<file path="src/rtl/descrambler_pkg.sv">
// Shared definitions for the 16-bit XOR descrambler: state encoding, LFSR taps, default seed.
package descrambler_pkg;

    localparam int unsigned LFSR_W = 16;

    localparam logic [LFSR_W-1:0] DEFAULT_SEED = 16'hACE1;

    // Feedback taps at bits 0,2,3,5 (x^16+x^14+x^13+x^11+1, right-shifting form)
    localparam logic [LFSR_W-1:0] TAP_MASK = 16'h002D;

    typedef enum logic {
        ST_UNSYNC = 1'b0,
        ST_RUN    = 1'b1
    } state_t;

endpackage

</file>
<file path="src/rtl/xor16.sv">
// 16-bit bitwise XOR built from gate primitives.
module xor16 (
    input  logic [15:0] i_a,
    input  logic [15:0] i_b,
    output logic [15:0] o_y
);

    for (genvar g = 0; g < 16; g++) begin : g_bit
        xor u_xor (o_y[g], i_a[g], i_b[g]);
    end

endmodule

</file>
<file path="src/rtl/xor16_descrambler_lfsr16_step.sv">
// Combinational next-state of the 16-bit Fibonacci LFSR (one shift per call).
module lfsr16_step
    import descrambler_pkg::*;
(
    input  logic [LFSR_W-1:0] i_lfsr,
    output logic [LFSR_W-1:0] o_lfsr
);

    logic w_fb;

    assign w_fb   = ^(i_lfsr & TAP_MASK);
    assign o_lfsr = {w_fb, i_lfsr[LFSR_W-1:1]};

endmodule

</file>
<file path="src/rtl/xor16_descrambler.sv">
// Additive descrambler: XORs each accepted 16-bit word with an LFSR keystream,
// one-word output register with valid/ready handshake on both sides.
module xor16_descrambler
    import descrambler_pkg::*;
#(
    parameter logic [LFSR_W-1:0] SEED = DEFAULT_SEED
) (
    input  logic                     clk,
    input  logic                     rst_n,
    input  logic                     load,
    input  logic [LFSR_W-1:0]        seed_in,
    input  logic                     in_valid,
    input  logic [LFSR_W-1:0]        in_data,
    output logic                     in_ready,
    output logic                     out_valid,
    output logic signed [LFSR_W-1:0] out_data,
    input  logic                     out_ready,
    output logic [LFSR_W-1:0]        word_cnt
);

    state_t              r_state;
    state_t              w_state_nxt;
    logic                w_in_ready;
    logic                w_in_accept;
    logic                w_out_accept;
    logic [LFSR_W-1:0]   r_lfsr;
    logic [LFSR_W-1:0]   w_lfsr_nxt;
    logic [LFSR_W-1:0]   w_seed_eff;
    logic [LFSR_W-1:0]   w_plain;
    logic [LFSR_W-1:0]   r_out_data;
    logic                r_out_valid;
    logic [LFSR_W-1:0]   r_word_cnt;

    lfsr16_step u_step (
        .i_lfsr (r_lfsr),
        .o_lfsr (w_lfsr_nxt)
    );

    xor16 u_xor (
        .i_a (in_data),
        .i_b (r_lfsr),
        .o_y (w_plain)
    );

    // An all-zero seed would lock the LFSR, so it is replaced by SEED
    assign w_seed_eff   = (seed_in == '0) ? SEED : seed_in;
    assign w_in_accept  = in_valid && w_in_ready;
    assign w_out_accept = r_out_valid && out_ready;

    always_ff @(posedge clk) begin
        if (!rst_n) begin
            r_state <= ST_UNSYNC;
        end else begin
            r_state <= w_state_nxt;
        end
    end

    always_comb begin
        w_state_nxt = r_state;
        w_in_ready  = 1'b0;
        case (r_state)
            ST_UNSYNC: begin
                if (load) begin
                    w_state_nxt = ST_RUN;
                end
            end
            ST_RUN: begin
                w_in_ready = !load && (!r_out_valid || out_ready);
            end
            default: begin
                w_state_nxt = ST_UNSYNC;
            end
        endcase
    end

    // Keystream, word counter and the single-entry output register
    always_ff @(posedge clk) begin
        if (!rst_n) begin
            r_lfsr      <= SEED;
            r_word_cnt  <= '0;
            r_out_valid <= 1'b0;
            r_out_data  <= '0;
        end else begin
            if (load) begin
                r_lfsr     <= w_seed_eff;
                r_word_cnt <= '0;
            end else if (w_in_accept) begin
                r_lfsr     <= w_lfsr_nxt;
                r_word_cnt <= r_word_cnt + LFSR_W'(1);
            end
            if (w_in_accept) begin
                r_out_data  <= w_plain;
                r_out_valid <= 1'b1;
            end else if (w_out_accept) begin
                r_out_valid <= 1'b0;
            end
        end
    end

    assign in_ready  = w_in_ready;
    assign out_valid = r_out_valid;
    assign out_data  = $signed(r_out_data);
    assign word_cnt  = r_word_cnt;

endmodule

</file>
<file path="config.mk">
export PLATFORM = sky130hd
export DESIGN_NAME = xor16_descrambler
export DESIGN_NICKNAME = d
export VERILOG_FILES = /design/src/rtl/descrambler_pkg.sv /design/src/rtl/xor16.sv /design/src/rtl/xor16_descrambler_lfsr16_step.sv /design/src/rtl/xor16_descrambler.sv
export SDC_FILE = /design/constraint.sdc
export NUM_CORES = 1
export LEC_CHECK = 0
export ABC_AREA = 0
export BUFFER_PORTS_ARGS = -buffer_cell sky130_fd_sc_hd__buf_2
export CAP_MARGIN = 20
export CORE_MARGIN = 10
export CORE_UTILIZATION = 40
export DETAILED_ROUTE_END_ITERATION = 6
export GPL_TIMING_DRIVEN = 0
export PLACE_DENSITY_LB_ADDON = 0.08
export SYNTH_ARGS = -nofsm -noshare
export SYNTH_HDL_FRONTEND = slang
export SYNTH_SLANG_ARGS = --single-unit
</file>
<file path="constraint.sdc">
create_clock -name clk -period 1.8 [get_ports clk]
set_input_delay 0.09 -clock clk [delete_from_list [all_inputs] [get_ports clk]]
set_output_delay 0.09 -clock clk [all_outputs]
set_load 0.01 [all_outputs]
</file>
# --- Word-level counts from Yosys, hierarchy flattened ---
# Index checks and enable logic that the tools add are counted.
op_classes:
  bitwise: 17
  muxes: 8
  n_addsub: 1
  reduce_logical: 11
ops:
  columns: ["operator", "count"]
  rows:
  - ["16-bit 2-to-1 mux", 3]
  - ["16-bit by 1-bit adder with 16-bit output (second input constant)", 1]
  - ["16-bit zero test", 1]
  - ["16-bit XOR reduction", 1]
  - ["1-bit bitwise XOR", 16]
  - ["1-bit 2-to-1 mux", 5]
  - ["2-bit nonzero test", 2]
  - ["1-bit logical AND", 3]
  - ["1-bit zero test", 2]
  - ["2-bit OR reduction", 1]
  - ["1-bit logical OR", 1]
  - ["1-bit NOT", 1]
word_totals:
  input_bits: 37
  out_inout_bits: 34
  reg_bits: 50
  word_cells: 42

# --- Longest topological paths before layout ---
logic_depth:
  word_depth: 7
  ltp_mapped: 6

# --- Hierarchy ---
# Synthesis repeated with hierarchy kept, for this count alone.
hier_totals:
  cells_unflattened: 296
  area_unflattened_um2: 2391.0
by_module_without_submodules:
  columns: ["mod", "cells_each", "seq_area_each_um2", "area_each_um2", "instances"]
  rows:
  - ["xor16_descrambler", 261, 1001.0, 2104.5, 1]
  - ["lfsr16_step", 19, 0.0, 146.4, 1]
  - ["xor16", 16, 0.0, 140.1, 1]

# --- Least setup slack after synthesis ---
# No wires, ideal clock.
synth_timing:
  path_type: "reg2reg"
  start: "register r_word_cnt[2], in the netlist word_cnt[2]"
  end: "register r_word_cnt[15], in the netlist word_cnt[15]"
  path_slack_ns: 0.121
  period_less_slack_ns: 1.679
  n_path_buf: 0
  path_stages_with_launch: 5
  arrival_ns: 1.560
  cell_sequence: "dfxtp_1 nand4_1 or3_4 or4_1 mux2i_1"
synth_between:
  elab_chain_cells: 1
synth_rtl:
  columns: ["item", "line_no", "source"]
  rows:
  - ["start, declared", "xor16_descrambler.sv:32", "logic [LFSR_W-1:0] r_word_cnt;"]
  - ["start signal, assigned", "xor16_descrambler.sv:89", "r_word_cnt <= r_word_cnt + LFSR_W'(1);"]
  - ["16-bit by 1-bit adder with 16-bit output", "xor16_descrambler.sv:89", null]
# No other way between the ends.
# A chain may end at the register's enable or synchronous reset.

# --- Worst setup path after layout ---
layout_timing:
  start: "register r_word_cnt[0], in the netlist word_cnt[0]"
  end: "register r_word_cnt[15], in the netlist word_cnt[15]"
# Same word-level chain as after synthesis.

==> results_dict.tcl <==
set metrics [dict create \
    clock.fmax_mhz 592 \
    core.rowCount 27 \
    max-cap-violations 0 \
    num_vias 2175 \
    post_drt_via_cell_ratio 5.22 \
    cp_slowest_cell "or4_4" \
    dpl_cell_area_um2 2700 \
    rsz0062_at_grt "no" \
    maxSlewViolCount 0 \
    slew_headroom_pct 58.6 \
    irDropWorstVdd_mv 0.449 \
    cts_root_buf "clkbuf_8" \
    numCtsBuffers 5 \
    cts_buffer_depth 2 \
    arrival_ns 1.89 \
    max_stage_delay_ns 0.52 \
    first_pass_iters 4 \
    antenna_cells 0 \
    synth_cell_types 32 \
    drive_gt1_share_pct 27.0 \
    required_ns 2.00 \
    critPathLaunch "word_cnt[0]$_SDFFE_PP0P_" \
    grt_usage_pct 14.1 \
    syn_inst 265 \
    hold_violations 0 \
    min_path_type "in -> reg" \
    grt_max_degree 15 \
    place_congestion 0.850 \
    synth_edf_count 0 \
    fin_cells 417 \
    dieArea_um2 9060 \
    clkTransAtPathRegs_ns 0.09 \
    yosysTopAreaCell "dfxtp_1" \
    synthFlopType "dfxtp_1" \
    grt_antenna_before_repair 0 \
    synth_area_leaders "dfxtp_1 (44%), nand2_1 (10%), xnor2_1 (8.5%)" \
    hpwl_mm 4.88 \
    fp.dieW_um 95.2 \
    io-pin-count 71 \
    drc 0 \
    final_util_pct 51.4 \
    finalClockSkew_ns 0.00686 \
    synth_area_um2 2260 \
    worst_setup_path_start_kind "flop" \
    grt_pass1_wl_mm 10.4 \
    min_period_ns 1.69 \
    status "complete, no violations" \
    core_um2 5510 \
    start_util_pct 41.1 \
    ys_ff_latch 50 \
    yosys.cell_count.top_type "nand2_1" \
    leakage_nw 1.39 \
    fin_crit_sh_pct 93.8 \
    crit_path_end_kind "flop" \
    setup_viol 0 \
    critical_path_class "reg -> reg" \
    synthesis.nets 303 \
    die_y_um 95.2 \
    area_growth_syn_to_layout_pct 25.2 \
    ant_nets 0 \
    reg2reg_from "word_cnt[0]$_SDFFE_PP0P_" \
    worstHoldStart "seed_in[5]" \
    first_iter_violations 82 \
    path_max_fanout 4 \
    stdcell_area_um2 2830 \
    reg2reg_slack_ns 0.11 \
    htree_levels 2 \
    power.density_nw_per_um2 752 \
    cp_cell_sequence "nand4_1 > or3_4 > or4_4 > mux2i_1" \
    postSynthAreaPerCell_um2 8.53 \
    ys_warn_count 0 \
    ys_top_cells_by_count "nand2_1 (61), dfxtp_1 (50), xnor2_1 (22), a31oi_1 (18), nor2_1 (17)" \
    cts_tree "done" \
    clk_latency_ns 0.30 \
    wl_per_cell_um 15.4 \
    cp_num_buf_inv 0 \
    dp_cells 407 \
    wl_mm 6.44 \
    worst_slew_pin_slew_ns 0.616 \
    io_buffers 70 \
    grt_pass1_vias 2119 \
    finish.net_count 382 \
    path_delay_family "simple AND/OR/NAND/NOR gates" \
    netlist.area_leader.share_pct 44.3 \
    ys_seq_area_share_pct 44.3 \
    grt-ovfl-total 0 \
    fin_setup_tns_ns 0 \
    synth_async_sr_flop_share_pct 0 \
    clock-sinks 50 \
]
## per-layer routing
layer  track usage [%]  part of all wire (%)
met3              4.71                   7.8
met1              17.8                    45
met4              3.49                  0.57
met5                 0                     0
met2              22.4                    47
## registers in the layout, summed over array words and instances, names as in the netlist
signal,count
out_data,16
r_lfsr,16
word_cnt,16
out_valid,1
r_state,1
## kinds of logic after synthesis
logic type / count (synthesis) / share of synthesized area [%]
compound gates: 60 / 19.1
simple gates: 113 / 23.4
mux: 1 / 0.443
fa+ha+maj: 1 / 0.553
flops: 50 / 44.3
xor+xnor: 25 / 9.68
buf+inv: 15 / 2.55
## final timing paths
check        depth (start not counted)                        end
max reg2reg                          4  word_cnt[15]$_SDFFE_PP0P_
max                                  4  word_cnt[15]$_SDFFE_PP0P_
min reg2reg                          2   word_cnt[1]$_SDFFE_PP0P_
min                                  3     r_lfsr[5]$_SDFFE_PN1P_
## worst reg2reg max path: cells and delay by family, from the launching register on
| family | cells | cell delay [ns] |
|---|---|---|
| multiplexers | 1 | 0.13 |
| flip-flops | 1 | 0.36 |
| AND/OR/NAND/NOR | 3 | 1.09 |
## stage by stage
stage               power (mW)  setup slack, ns  hold slack, ns
detailed placement        1.47         -0.00871           0.380
floorplan                 1.36            0.121           0.214
CTS                       2.15          0.00288          0.0588
finish                    2.13            0.112          0.0695
global placement          1.47           0.0482           0.378
global route              2.22          0.00509          0.0738
## what timing repair did
action                                  CTS  global route
hold endpoints to repair                  0             0
resized for setup                         2            14
pin swaps                                 0             2
buffers inserted                          0             2
endpoints found under the setup margin    3            31
hold buffers                              0             0
## power by group
part / total (mW) / switching [mW] / internal [mW]
registers: 1.19 / 0.0388 / 1.15
logic: 0.260 / 0.137 / 0.123
clock network: 0.680 / 0.369 / 0.311
## area by class of cell
type / count / area [µm²]
clock buffer: 7 / 86.3
multi-input combinational: 200 / 1210
timing repair buffer: 72 / 365
buffer: 13 / 56.3
sequential: 50 / 1010
tap: 72 / 90.1
clock inverter: 1 / 5.00
fill: 543 / 2680
inverter: 2 / 7.51
## cell usage in the layout, fill, tap and decap left out, types with 3 or more instances in the layout
cell | netlist | routed
clkbuf_1 | 12 | 8
xor2_1 | 3 | 3
buf_2 | 1 | 71
and3_1 | 4 | 4
dfxtp_1 | 50 | 47
nor4_1 | 6 | 6
clkbuf_2 | 0 | 5
nand4_1 | 4 | 4
a31oi_1 | 18 | 18
a21oi_1 | 7 | 7
clkbuf_8 | 0 | 6
o21ai_0 | 10 | 10
nand3_1 | 4 | 3
nand2_1 | 61 | 61
o31ai_1 | 4 | 4
xnor2_1 | 22 | 22
or4_1 | 5 | 4
o211a_1 | 16 | 16
a41o_1 | 3 | 3
nor2_1 | 17 | 17
Note: power is estimated with default switching activity, not from simulation.
